[src/rtl/jogo_pkg.sv]
// Shared definitions for the jogo datapath blocks.
//   estado_t  : state encodings, also shown on the 7-seg debug display
//   LedsTodos : all-LEDs-on pattern shown during the echo phase
// Optional feature macro: MOSTRA_ECO_EN adds the StEco state.
package jogo_pkg;

    typedef enum logic [3:0] {
        StOcioso = 4'h0,
        StAcende = 4'h1,
        StApaga  = 4'h2,
`ifdef MOSTRA_ECO_EN
        StEco    = 4'h3,
`endif
        StFim    = 4'hF
    } estado_t;

    localparam logic [3:0] LedsTodos = 4'b1111;

endpackage

[src/rtl/contador_m.sv]
// Modulo-M up-counter used as a dwell timer.
// Ports:
//   clock, reset : clock and synchronous active-high reset
//   zera         : synchronous clear (has priority over conta)
//   conta        : count enable; wraps from M-1 to 0
//   q            : current count
//   fim          : high while q == M-1
module contador_m #(
    parameter int unsigned M = 4,
    parameter int unsigned W = (M > 1) ? $clog2(M) : 1
) (
    input  logic         clock,
    input  logic         reset,
    input  logic         zera,
    input  logic         conta,
    output logic [W-1:0] q,
    output logic         fim
);

    localparam logic [W-1:0] Ultimo = W'(M - 1);

    logic [W-1:0] q_q;

    always_ff @(posedge clock) begin
        if (reset) begin
            q_q <= '0;
        end else if (zera) begin
            q_q <= '0;
        end else if (conta) begin
            if (q_q == Ultimo) begin
                q_q <= '0;
            end else begin
                q_q <= q_q + 1'b1;
            end
        end
    end

    assign q   = q_q;
    assign fim = (q_q == Ultimo);

endmodule

[src/rtl/mostra_sequencia.sv]
// Plays the stored jogada sequence on the LEDs: entries 0..limite are each lit for
// T_ACESO cycles followed by T_APAGADO dark cycles, then pronto pulses for one cycle.
// Ports:
//   clock, reset  : clock and synchronous active-high reset
//   iniciar       : start request, only looked at while idle
//   limite        : last address to show, latched at start
//   dado_memoria  : jogada read from the ROM at endereco
//   endereco      : ROM read address
//   leds          : LED drive
//   mostrando     : high whenever not idle
//   pronto        : one-cycle end-of-sequence pulse
//   db_estado     : current state encoding for debug
// Optional feature macro: MOSTRA_ECO_EN appends an all-on echo of T_ACESO cycles.
module mostra_sequencia
    import jogo_pkg::*;
#(
    parameter int unsigned T_ACESO   = 1000,
    parameter int unsigned T_APAGADO = 500
) (
    input  logic       clock,
    input  logic       reset,
    input  logic       iniciar,
    input  logic [3:0] limite,
    input  logic [3:0] dado_memoria,
    output logic [3:0] endereco,
    output logic [3:0] leds,
    output logic       mostrando,
    output logic       pronto,
    output logic [3:0] db_estado
);

    localparam int unsigned TMax = (T_ACESO > T_APAGADO) ? T_ACESO : T_APAGADO;
    localparam int unsigned TW   = (TMax > 1) ? $clog2(TMax) : 1;

    localparam logic [TW-1:0] UltAceso   = TW'(T_ACESO - 1);
    localparam logic [TW-1:0] UltApagado = TW'(T_APAGADO - 1);

    estado_t       estado_q, estado_d;
    logic [3:0]    endereco_q, endereco_d;
    logic [3:0]    limite_q, limite_d;
    logic          zera_timer, conta_timer;
    logic [TW-1:0] timer_q;
    logic          timer_fim_unused;

    // One timer serves both phases; terminal counts are compared per state, so the
    // counter's own wrap flag is not needed.
    contador_m #(
        .M (TMax),
        .W (TW)
    ) u_timer (
        .clock (clock),
        .reset (reset),
        .zera  (zera_timer),
        .conta (conta_timer),
        .q     (timer_q),
        .fim   (timer_fim_unused)
    );

    // State register
    always_ff @(posedge clock) begin
        if (reset) begin
            estado_q   <= StOcioso;
            endereco_q <= '0;
            limite_q   <= '0;
        end else begin
            estado_q   <= estado_d;
            endereco_q <= endereco_d;
            limite_q   <= limite_d;
        end
    end

    // Next-state logic
    always_comb begin
        estado_d    = estado_q;
        endereco_d  = endereco_q;
        limite_d    = limite_q;
        zera_timer  = 1'b0;
        conta_timer = 1'b0;
        case (estado_q)
            StOcioso: begin
                if (iniciar) begin
                    limite_d   = limite;
                    endereco_d = '0;
                    zera_timer = 1'b1;
                    estado_d   = StAcende;
                end
            end
            StAcende: begin
                if (timer_q == UltAceso) begin
                    zera_timer = 1'b1;
                    estado_d   = StApaga;
                end else begin
                    conta_timer = 1'b1;
                end
            end
            StApaga: begin
                if (timer_q == UltApagado) begin
                    zera_timer = 1'b1;
                    // Stop on the last address so endereco never wraps past 15.
                    if (endereco_q == limite_q) begin
`ifdef MOSTRA_ECO_EN
                        estado_d = StEco;
`else
                        estado_d = StFim;
`endif
                    end else begin
                        endereco_d = endereco_q + 4'd1;
                        estado_d   = StAcende;
                    end
                end else begin
                    conta_timer = 1'b1;
                end
            end
`ifdef MOSTRA_ECO_EN
            StEco: begin
                if (timer_q == UltAceso) begin
                    zera_timer = 1'b1;
                    estado_d   = StFim;
                end else begin
                    conta_timer = 1'b1;
                end
            end
`endif
            StFim: begin
                estado_d = StOcioso;
            end
            default: begin
                estado_d = StOcioso;
            end
        endcase
    end

    // Moore outputs
    always_comb begin
        leds      = 4'b0000;
        pronto    = 1'b0;
        mostrando = (estado_q != StOcioso);
        case (estado_q)
            StAcende: leds = dado_memoria;
`ifdef MOSTRA_ECO_EN
            StEco:    leds = LedsTodos;
`endif
            StFim:    pronto = 1'b1;
            default:  ;
        endcase
    end

    assign endereco  = endereco_q;
    assign db_estado = estado_q;

endmodule

[config.mk]
export PLATFORM = sky130hd
export DESIGN_NAME = mostra_sequencia
export DESIGN_NICKNAME = d
export VERILOG_FILES = /design/src/rtl/jogo_pkg.sv /design/src/rtl/contador_m.sv /design/src/rtl/mostra_sequencia.sv
export SDC_FILE = /design/constraint.sdc
export NUM_CORES = 1
export LEC_CHECK = 0
export CAP_MARGIN = 10
export CORE_MARGIN = 8
export CORE_UTILIZATION = 35
export DETAILED_ROUTE_END_ITERATION = 6
export PLACE_DENSITY = 0.56
export SLEW_MARGIN = 15
export SYNTH_ARGS = -nofsm -noshare
export SYNTH_HDL_FRONTEND = slang
export SYNTH_SLANG_ARGS = --single-unit
[constraint.sdc]
create_clock -name clock -period 3.5 [get_ports clock]
set_input_delay 0.7 -clock clock [delete_from_list [all_inputs] [get_ports clock]]
set_output_delay 0.7 -clock clock [all_outputs]
set_load 0.005 [all_outputs]
==> out/qor.yml <==
run_status:
  status: "finished clean"
synth:
  synth_nets: 169
  synth_cell_type_count: 59
  synth_seq_area_share: 0.2847
  ys_warn_count: 0
  postSynthCellCount: 156
  synth_edf_count: 0
  synth-seq-cells: 21
  mappedNetlistArea_sq_um: 1476
  synthFlopType: "dfxtp_1"
  synth.avg_cell_area_sq_um: 9.464
  synth-async-reset-ratio: 0
critical_path:
  crit_end: "leds[1]"
  r2r-end: "u_timer.q[9]$_SDFFE_PP0P_"
  regToRegSetupSlack_ns: 1.52
  startpoint: "db_estado[0]$_SDFFE_PP0P_"
  critical_path.cell_chain: "nor3b_2, buf_4, and2_1, clkdlybuf4s50_1"
  r2r_start: "u_timer.q[0]$_SDFFE_PP0P_"
  reg2reg_depth: 5
  cp_num_cells: 4
  cp-end-kind: "primary output"
  critPathMaxFanout: 12
  critPathTopFamily: "buffers and inverters"
  worstPathArrival_ns: 2.00
  critPathRequiredTime_ns: 2.80
  critPathLaunchType: "flip-flop"
  cpMaxStageDelayCell: "dfxtp_1"
  cpPeakStageDelay_ns: 0.61
  path_class: "reg2out"
  path_buf_inv: 2
grt:
  antenna_found_initial: 0
  grt_pass1_vias: 1304
  overflow: 0
  grt_max_degree: 17
  gr-usage-all-layers: 0.1185
  grt_pass1_wl_mm: 6.403
timing:
  rsz0062_at_grt: "false"
  slew_headroom: 0.5832
  worstMarginPinSlew_ns: 0.6204
  setup_tns_ns: 0
  clock_skew_ns: 0.004206
  period_needed_ns: 2.703
  hold_violations: 0
  report.final.slew_viol_count: 0
  fmax_mhz: 369.9
  finalCritPeriodShare: 0.7724
  hold_ws_ns: 0.5033
  setup_viol: 0
route:
  ant_nets: 0
  dr.pass1.iters: 4
  via_per_inst: 5.907
  drt_wl_total_mm: 3.725
  vias: 1335
  drc_errors: 0
  drt_iter0_drc: 100
  post_drt_wl_per_cell_um: 16.48
finish:
  nFillCells: 392
  nets: 190
  drive_gt1_frac: 0.1023
  syn2layout_area_growth_pct: 19.83
  diodes: 0
  seq_area_sq_um: 420.4
  multiInputGateArea_sq_um: 970.9
  finalInstanceArea_sq_um: 1769
clock_network:
  cts_setup_buffers: 0
  ctsResizeCount: 0
  cts_tree: "done"
  clk_path_buf_depth: 2
  clkSlewWorstSetupHoldPaths_ns: 0.08
  cts.sinks: 21
  cts_root_buf: "clkbuf_8"
  htreeDepth: 1
  clk_latency_ns: 0.26
  cts_hold_buf: 0
  cts_made_buffers: 3
die:
  die-area_sq_um: 6553
  rows: 23
  io_pins: 25
  chipWidth_um: 80.95
  initial_core_util: 0.3665
  fp.dieH_um: 80.95
  core-area_sq_um: 4029
power_and_ir_drop:
  cellPowerDensity_nw_per_um2: 272.3
  peakVddDrop_mv: 0.09477
  p_total_mw: 0.4818
  static-leakage-power_nw: 0.5653
worst_hold_path:
  min-delay-path-class: "reg2reg"
placement:
  dp_hpwl_mm: 2.773
  numPortBuffers: 24
  placed_area_sq_um: 1724
  routabilityCongestion: 0.8667
run:
  max-cap-violations: 0
[metal layers]
layer	share of wire	track usage	vias to the layer above
li1	-	-	651
met1	0.46	0.1562	632
met2	0.46	0.1941	46
met3	0.065	0.01987	6
met4	0.014	0.03214	0
met5	0	0	-
[where the power goes]
part | total [mW] | switching [mW] | internal, mW | leakage [nW]
Clock | 0.163 | 0.0815 | 0.0811 | 0.0228
Sequential | 0.249 | 0.00610 | 0.243 | 0.170
Combinational | 0.0697 | 0.0318 | 0.0378 | 0.372
[cells in the final DEF (no fill, tap or decap), types with 3 or more instances in the layout]
cell,n
clkbuf_8,3
inv_1,6
nand2_1,5
o211ai_1,6
mux2i_1,8
dfxtp_1,21
nor3_1,3
and2_1,5
nor2b_1,3
or3_1,4
nand2b_1,4
o32ai_1,4
xnor2_1,4
a21oi_1,6
nand3_1,8
clkdlybuf4s50_1,24
nor2_1,6
o21ai_0,5
[how the worst min path moves through the flow]
stage	startpoint	end	slack (ns)	depth (start not counted)
floorplan	u_timer.q[1]$_SDFFE_PP0P_	u_timer.q[1]$_SDFFE_PP0P_	0.46	2
global placement	u_timer.q[1]$_SDFFE_PP0P_	u_timer.q[1]$_SDFFE_PP0P_	0.47	2
detailed placement	u_timer.q[1]$_SDFFE_PP0P_	u_timer.q[1]$_SDFFE_PP0P_	0.49	2
CTS	u_timer.q[1]$_SDFFE_PP0P_	u_timer.q[1]$_SDFFE_PP0P_	0.50	2
global route	u_timer.q[1]$_SDFFE_PP0P_	u_timer.q[1]$_SDFFE_PP0P_	0.53	2
finish	u_timer.q[1]$_SDFFE_PP0P_	u_timer.q[1]$_SDFFE_PP0P_	0.50	2
[cell type report]
type                    count  share of cell area
repair buffers             25              0.1400
flip-flops and latches     21              0.2376
inverters                   6             0.01273
well taps                  50             0.03536
clock buffers               4             0.02546
multi-input cells         120              0.5488
[cells in the mapped netlist (all sizes together), types with 5 or more instances]
| cell type | count | area (sq um) |
|---|---|---|
| dfxtp | 21 | 420.4 |
| buf | 8 | 58.81 |
| mux2i | 8 | 80.08 |
| nand3 | 8 | 40.04 |
| nor2 | 7 | 28.78 |
| a21oi | 6 | 30.03 |
| inv | 6 | 22.52 |
| o211ai | 6 | 45.04 |
| o21ai | 6 | 33.78 |
| and2 | 5 | 31.28 |
| nand2 | 5 | 18.77 |
[registers in the layout, summed over array words and instances, names as in the netlist]
| register | count |
|---|---|
| db_estado | 3 |
| limite_q | 4 |
| u_timer.q | 10 |
| endereco | 4 |
[stage by stage]
stage	setup slack, ns	utilization	std cells
final	0.7967	0.4391	226
after global routing	0.6731	0.4391	226
after CTS	0.7682	0.4391	226
after detailed placement	1.010	0.4280	222
after global placement	1.034	0.4280	222
after floorplan	1.737	-	156
[cell families after synthesis]
| group | share of synthesized area |
|---|---|
| adders and majority gates | 0.01695 |
| AOI/OAI and AO/OA | 0.2907 |
| and+or+nand+nor | 0.2720 |
| xor gates and xnor gates | 0.02373 |
| DFF | 0.2847 |
| muxes | 0.05424 |
| buffers and inverters | 0.05763 |
[worst min-delay path, delay by kind of cell (launching register included)]
kind	cells	cell delay, ns
flip-flops	1	0.34
AO/OA/AOI/OAI	1	0.05
AND/OR/NAND/NOR	1	0.07
No activity file was read; power rests on OpenSTA's default activity.
